`config.mk`:
```
export PLATFORM = sky130hd
export DESIGN_NAME = hwag_spi_bridge
export DESIGN_NICKNAME = d
export VERILOG_FILES = /design/src/rtl/hwag_spi_pkg.sv /design/src/rtl/hwag_spi_sync.sv /design/src/rtl/hwag_spi_bridge.sv
export SDC_FILE = /design/constraint.sdc
export NUM_CORES = 1
export LEC_CHECK = 0
export BUFFER_PORTS_ARGS = -buffer_cell sky130_fd_sc_hd__buf_2
export CORE_AREA = 4 4 138 140
export DETAILED_ROUTE_END_ITERATION = 7
export DIE_AREA = 0 0 142 144
export MAX_ROUTING_LAYER = met4
export PLACE_DENSITY = 0.44
export SLEW_MARGIN = 25
export SYNTH_ARGS = -nofsm -noshare
export SYNTH_HDL_FRONTEND = slang
export SYNTH_HIERARCHICAL = 1
export SYNTH_SLANG_ARGS = --single-unit
```
`constraint.sdc`:
```
create_clock -name clk -period 2.72 [get_ports clk]
set_input_delay 0 -clock clk [delete_from_list [all_inputs] [get_ports clk]]
set_output_delay 0 -clock clk [all_outputs]
set_load 0.005 [all_outputs]
```
`src/rtl/hwag_spi_pkg.sv`:
```
// Shared types and constants for the hwag SPI-slave register bridge.
package hwag_spi_pkg;

  // Frame decoder states.
  typedef enum logic [2:0] {
    ST_IDLE,
    ST_CMD,
    ST_ADDR,
    ST_WR_DATA,
    ST_RD_DATA,
    ST_DROP
  } state_e;

  // Command byte layout.
  localparam int          CMD_RD_BIT   = 7;
  localparam int          CMD_INC_BIT  = 6;
  localparam logic [7:0]  CMD_RSV_MASK = 8'h3F;

  // CMD and ADDR phases are always one byte long.
  localparam int          BYTE_BITS    = 8;

endpackage

```
`src/rtl/hwag_spi_sync.sv`:
```
// Multi-stage synchroniser for one SPI pin, with rise/fall pulses on the
// synchronised level. Pulses are combinational from the last two flops.
module hwag_spi_sync #(
  parameter int STAGES = 2
) (
  input  logic clk,
  input  logic rst,
  input  logic i_d,
  output logic o_q,
  output logic o_rise,
  output logic o_fall
);

  logic [STAGES-1:0] r_sync;
  logic              r_prev;

  // Shift the raw pin through the sync chain and keep the previous level.
  always_ff @(posedge clk) begin
    // NOTE: every register here gets a defined value on reset so the pulse
    // outputs cannot fire from X or from a pre-reset level.
    if (!rst) begin
      r_sync <= '0;
      r_prev <= 1'b0;
    end else begin
      // NOTE: sequential state uses non-blocking assignments so every flop
      // samples the pre-edge values, regardless of statement order.
      r_sync <= {r_sync[STAGES-2:0], i_d};
      r_prev <= r_sync[STAGES-1];
    end
  end

  assign o_q    = r_sync[STAGES-1];
  assign o_rise =  r_sync[STAGES-1] & ~r_prev;
  assign o_fall = ~r_sync[STAGES-1] &  r_prev;

endmodule

```
`src/rtl/hwag_spi_bridge.sv`:
```
// SPI-slave (mode 0) front end that masters the hwag SSRAM register bus.
// Frame: CMD byte, ADDR byte, then any number of DATA_W-bit words.
module hwag_spi_bridge
  import hwag_spi_pkg::*;
#(
  parameter int ADDR_W      = 8,
  parameter int DATA_W      = 16,
  parameter int RD_LAT      = 1,
  parameter int SYNC_STAGES = 2
) (
  input  logic              clk,
  input  logic              rst,
  input  logic              spi_sck,
  input  logic              spi_cs_n,
  input  logic              spi_mosi,
  output logic              spi_miso,
  output logic              spi_miso_oe,
  output logic              ssram_we,
  output logic              ssram_re,
  output logic [ADDR_W-1:0] ssram_addr,
  output logic [DATA_W-1:0] ssram_wdata,
  input  logic [DATA_W-1:0] ssram_rdata,
  output logic              ssram_data_oe,
  output logic              frame_err
);

  localparam int                CNT_W    = $clog2(DATA_W + 1);
  localparam int                LAT_W    = $clog2(RD_LAT + 2);
  localparam logic [CNT_W-1:0]  BYTE_LEN = CNT_W'(BYTE_BITS);
  localparam logic [CNT_W-1:0]  WORD_LEN = CNT_W'(DATA_W);
  localparam logic [CNT_W-1:0]  PREF_BIT = CNT_W'(8);
  localparam logic [LAT_W-1:0]  LAT_LOAD = LAT_W'(RD_LAT + 1);

  // Synchronised pin events
  logic w_sck_q, w_sck_rise, w_sck_fall;
  logic w_cs_q,  w_cs_rise,  w_cs_fall;
  logic w_mosi,  w_mosi_rise, w_mosi_fall;
  logic w_unused;

  // Control state and datapath registers
  state_e            r_state, w_state_nxt;
  logic [CNT_W-1:0]  r_cnt, w_cnt_nxt, w_cnt_inc, w_unit_len;
  logic              w_bit_in, w_unit_done, w_err;
  logic [7:0]        w_byte;
  logic [ADDR_W-1:0] w_inc;
  logic              r_rd, r_inc;
  logic [DATA_W-1:0] r_rx, r_tx, r_hold, r_wdata;
  logic [ADDR_W-1:0] r_addr;
  logic [LAT_W-1:0]  r_lat;
  logic              r_we, r_re, r_err;

  hwag_spi_sync #(.STAGES(SYNC_STAGES)) u_sync_sck (
    .clk(clk), .rst(rst), .i_d(spi_sck),
    .o_q(w_sck_q), .o_rise(w_sck_rise), .o_fall(w_sck_fall)
  );

  hwag_spi_sync #(.STAGES(SYNC_STAGES)) u_sync_cs (
    .clk(clk), .rst(rst), .i_d(spi_cs_n),
    .o_q(w_cs_q), .o_rise(w_cs_rise), .o_fall(w_cs_fall)
  );

  hwag_spi_sync #(.STAGES(SYNC_STAGES)) u_sync_mosi (
    .clk(clk), .rst(rst), .i_d(spi_mosi),
    .o_q(w_mosi), .o_rise(w_mosi_rise), .o_fall(w_mosi_fall)
  );

  // Levels/edges the bridge has no use for.
  assign w_unused = &{1'b0, w_sck_q, w_cs_q, w_mosi_rise, w_mosi_fall};

  // Byte as it stands once the bit sampled this cycle is shifted in.
  assign w_byte = {r_rx[6:0], w_mosi};
  assign w_inc  = {{(ADDR_W-1){1'b0}}, r_inc};

  // State register.
  always_ff @(posedge clk) begin
    if (!rst) r_state <= ST_IDLE;
    else      r_state <= w_state_nxt;
  end

  // Next state, bit counting and frame-error detection.
  always_comb begin
    // NOTE: every variable gets a default first so no path can infer a latch.
    w_state_nxt = r_state;
    w_err       = 1'b0;
    w_bit_in    = w_sck_rise &&
                  (r_state inside {ST_CMD, ST_ADDR, ST_WR_DATA, ST_RD_DATA});
    w_unit_len  = (r_state inside {ST_CMD, ST_ADDR}) ? BYTE_LEN : WORD_LEN;
    w_cnt_inc   = r_cnt + CNT_W'(1);
    w_unit_done = w_bit_in && (w_cnt_inc == w_unit_len);
    w_cnt_nxt   = w_unit_done ? '0 : (w_bit_in ? w_cnt_inc : r_cnt);

    case (r_state)
      ST_IDLE: if (w_cs_fall) w_state_nxt = ST_CMD;
      ST_CMD: begin
        if (w_unit_done) begin
          if ((w_byte & CMD_RSV_MASK) != 8'h00) begin
            w_state_nxt = ST_DROP;
            w_err       = 1'b1;
          end else begin
            w_state_nxt = ST_ADDR;
          end
        end
      end
      ST_ADDR: if (w_unit_done) w_state_nxt = r_rd ? ST_RD_DATA : ST_WR_DATA;
      default: ;
    endcase

    // Deselect ends any frame; the bit sampled this same cycle counts first,
    // so only a genuinely partial unit is reported as an abort.
    if (w_cs_rise && r_state != ST_IDLE) begin
      w_state_nxt = ST_IDLE;
      if (r_state != ST_DROP && w_cnt_nxt != '0) w_err = 1'b1;
    end
  end

  // Shift registers, address, bus strobes and read-latency tracking.
  always_ff @(posedge clk) begin
    if (!rst) begin
      r_cnt   <= '0;
      r_rd    <= 1'b0;
      r_inc   <= 1'b0;
      r_rx    <= '0;
      r_tx    <= '0;
      r_hold  <= '0;
      r_wdata <= '0;
      r_addr  <= '0;
      r_lat   <= '0;
      r_we    <= 1'b0;
      r_re    <= 1'b0;
      r_err   <= 1'b0;
    end else begin
      r_we  <= 1'b0;
      r_re  <= 1'b0;
      r_err <= w_err;

      // Post-write increment, after the strobe cycle so addr was stable.
      if (r_we) r_addr <= r_addr + w_inc;

      // Capture read data RD_LAT cycles after the read strobe.
      if (r_lat == LAT_W'(1)) begin
        r_hold <= ssram_rdata;
        r_lat  <= '0;
      end else if (r_lat != '0) begin
        r_lat <= r_lat - LAT_W'(1);
      end

      if (r_state == ST_IDLE) begin
        r_cnt <= '0;
        r_tx  <= '0;
      end else begin
        r_cnt <= w_cnt_nxt;
      end

      if (w_bit_in) begin
        r_rx <= {r_rx[DATA_W-2:0], w_mosi};
        case (r_state)
          ST_CMD: if (w_unit_done) begin
            r_rd  <= w_byte[CMD_RD_BIT];
            r_inc <= w_byte[CMD_INC_BIT];
          end
          ST_ADDR: if (w_unit_done) begin
            r_addr <= ADDR_W'(w_byte);
            if (r_rd) begin
              r_re  <= 1'b1;
              r_lat <= LAT_LOAD;
            end
          end
          ST_WR_DATA: if (w_unit_done) begin
            r_we    <= 1'b1;
            r_wdata <= {r_rx[DATA_W-2:0], w_mosi};
          end
          ST_RD_DATA: if (w_cnt_inc == PREF_BIT) begin
            // Prefetch the next word half-way through the current one.
            r_addr <= r_addr + w_inc;
            r_re   <= 1'b1;
            r_lat  <= LAT_LOAD;
          end
          default: ;
        endcase
      end

      // Word start (count at zero) loads fresh data; otherwise shift out.
      if (r_state == ST_RD_DATA && w_sck_fall) begin
        if (r_cnt == '0) r_tx <= r_hold;
        else             r_tx <= {r_tx[DATA_W-2:0], 1'b0};
      end
    end
  end

  assign spi_miso_oe   = (r_state == ST_RD_DATA);
  assign spi_miso      = spi_miso_oe & r_tx[DATA_W-1];
  assign ssram_we      = r_we;
  assign ssram_re      = r_re;
  assign ssram_addr    = r_addr;
  assign ssram_wdata   = r_wdata;
  assign ssram_data_oe = r_we;
  assign frame_err     = r_err;

endmodule

```
==> summary.md <==
| Metric | Value |
|---|---|
| Power Density | `532.7 mW/mm^2` |
| Slew HR | `between 50% and 60%` |
| Hold_sp | `rst` |
| Starting Density | `24.51%` |
| Static leakage | `1.920 nW` |
| Crit share post-route | `roughly 90%` |
| Setup Viol. Count Final | `0` |
| Slowest-stage cell, CP | `or3_1` |
| Filler cells | `1897` |
| Syn. warnings | `6` |
| Leading cell type in the layout, fill and taps excluded | `nand2_1` |
| Worst setup SP type | `flip-flop` |
| Fmax | `between 0.4 and 0.5 GHz` |
| Detailed Routing Iterations Pass 1 | `6` |
| Input/output buffers | `50` |
| Slew @ Worst Pin | `just under 0.7 ns` |
| Core area | `between 0.015 and 0.02 sq mm` |
| Sw Share | `20.18%` |
| Critical Path End Type | `flip-flop` |
| Clk_skew | `between 0.006 and 0.007 ns` |
| Gpl congestion | `0.8632` |
| Seq pwr share | `48.3%` |
| Clk buf depth | `2` |
| Reg clk slew, reported paths | `approximately 0.060 ns` |
| CTS H-Tree Depth | `3` |
| GRT Total Usage | `between 10 and 15%` |
| Ports | `approximately 50` |
| Rows | `approximately 50` |
| Overflow after GRT | `0` |
| Post-CTS Setup Bufs | `0` |
| Total Nets Final | `616` |
| Final wirelength | `10.91 mm` |
| Final core occ | `30.18%` |
| Syn nets | `between 500 and 600` |
| Register area | `0.001882 sq mm` |
| Fin. Hold Viols | `0` |
| Commonest cells after routing, fill and taps aside | `124 x nand2_1, 94 x dfxtp_1, 50 x buf_2` |
| Die area | `0.02045 sq mm` |
| Period minus WS final | `2.468 ns` |
| Worst EP arrival | `2.70 ns` |
| Design Power | `2.868 mW` |
| HP Class | `primary input to flip-flop` |
| Psw | `0.5789 mW` |
| CTS sink cnt | `94` |
| Crit path buf inv count | `1` |
| Internal power | `2.289 mW` |
| Hold slack | `0.1610 ns` |
| Max-slew violation count | `0` |
| Cells on Worst Hold Path | `2` |
| CTS Buf Count | `9` |
| Initial antenna violation count | `0` |
| Critical path type | `flip-flop to flip-flop` |
| Place WS | `about 0.23 ns` |
| Vias | `3704` |
| CTS root buffer | `clkbuf_16` |
| Outcome | `completed` |
| Clock network fraction of total power | `48.5%` |
| CTS tree | `yes` |
| Syn_area_per_cell | `8.204 sq um` |
| Cell Area, Synth | `approximately 0.0044 sq mm` |
| Die Wd | `142 microns` |
| Post-DRT Antenna Nets | `0` |
| Worst reg2reg endpoint | `ssram_wdata[13]$_SDFFE_PN0P_` |
| Worst hold endpoint | `r_rx[8]$_SDFFE_PN0N_` |
| Peak supply drop | `0.2501 mV` |
| Initial drt markers | `between 150 and 200` |
| Combinational share of power | `3.3%` |
| Largest net degree at the start of global routing | `58` |
| Vias in the first global route | `around 3600` |
| Delay-heaviest family, CP | `simple AND/OR/NAND/NOR gates` |
| Die H | `144 microns` |
| Final worst slack | `~0.25 ns` |
| Area Growth Syn to Fin | `23.12%` |
| CP Max Fanout | `17` |
| Reg2reg start | `r_cnt[0]$_SDFF_PP0_` |
| Diodes inserted | `0` |
| Hpwl dp | `7.531 mm` |
| Flop-to-flop setup slack | `0.25 ns` |
| Max capacitance violation total | `0` |
| Worst skew pair latency | `0.34 ns` |
| Crit path largest cell delay | `0.41 ns` |
| Layout cells sized above 1 | `14.79%` |
| Critical-path cell list | `ha_2 > nand3_1 > xor2_1 > or3_1 > a211oi_2 > and4b_1 > buf_12 > mux2i_1 > nor2b_1` |
| Reg2Reg Depth | `9` |
| Multi-input gate area | `0.002305 sq mm` |
| Vias per cell | `4.495` |
| Synth Instances | `533` |
| Worst path required time | `2.95 ns` |
| DRC | `0` |
| First-pass GRT wire length | `17.99 mm` |
| Wirelength per Cell | `13.24 microns` |
## layout make-up
type / instances / share of cell area, %
Timing Repair Buffer: 83 / 10.36
Clock buffer: 11 / 4.694
Sequential cell: 94 / 34.95
Inverter: 5 / 0.3486
Clock inverter: 5 / 1.511
Tap cell: 229 / 5.322
Multi-Input combinational cell: 397 / 42.81
## what timing repair did
item                                   4_1_cts  5_1_grt
gates resized for setup                      0        1
hold buffers                                19        0
setup endpoints to repair                    0        1
endpoints found under the hold margin       19        0
## state kept, by name, summed over array words and instances (netlist names), 3 cells and up
register and count:
r_tx 16, ssram_addr 8, r_cnt 5, r_hold 16, ssram_wdata 16, r_state 3, r_rx 15
## per-layer routing
metal	vias up	track usage (%)	part of all wire (%)
met5	-	-	0
met4	0	4.394	1.5
met3	11	1.786	2.6
met2	50	18.76	48
met1	1727	13.56	48
li1	1916	-	-
## worst max-delay path by stage
| stage | startpoint | to | slack [ns] | cells past startpoint |
|---|---|---|---|---|
| 3_3_place_gp | r_cnt[0]$_SDFF_PP0_ | r_lat[0]$_SDFF_PN0_ | 0.30 | 9 |
| 3_5_place_dp | r_cnt[0]$_SDFF_PP0_ | ssram_wdata[11]$_SDFFE_PN0P_ | 0.23 | 9 |
| 4_1_cts | r_cnt[0]$_SDFF_PP0_ | frame_err$_SDFF_PN0_ | 0.22 | 8 |
| 2_1_floorplan | r_cnt[0]$_SDFF_PP0_ | ssram_wdata[7]$_SDFFE_PN0P_ | 0.44 | 10 |
| 6_report | r_cnt[0]$_SDFF_PP0_ | ssram_wdata[13]$_SDFFE_PN0P_ | 0.25 | 9 |
| 5_1_grt | r_cnt[1]$_SDFF_PP0_ | ssram_addr[4]$_SDFF_PN0_ | -0.02 | 9 |
## power by group through the flow
stage	clock network (mW)	registers, mW	logic (mW)
4_1_cts	1.43	1.38	0.0941
3_3_place_gp	0	1.42	0.0721
2_1_floorplan	0	1.41	0.0450
3_5_place_dp	0	1.42	0.0732
6_report	1.39	1.38	0.0933
5_1_grt	1.49	1.38	0.103
## through the flow
step | cells | TNS, ns | area (sq um)
global route | 824 | -0.02014 | 5384
detailed placement | 789 | 0 | 4857
global placement | 789 | 0 | 4857
floorplan | 533 | 0 | 4373
finish | 824 | 0 | 5384
CTS | 824 | 0 | 5381
(Power assumes the default switching activity.)
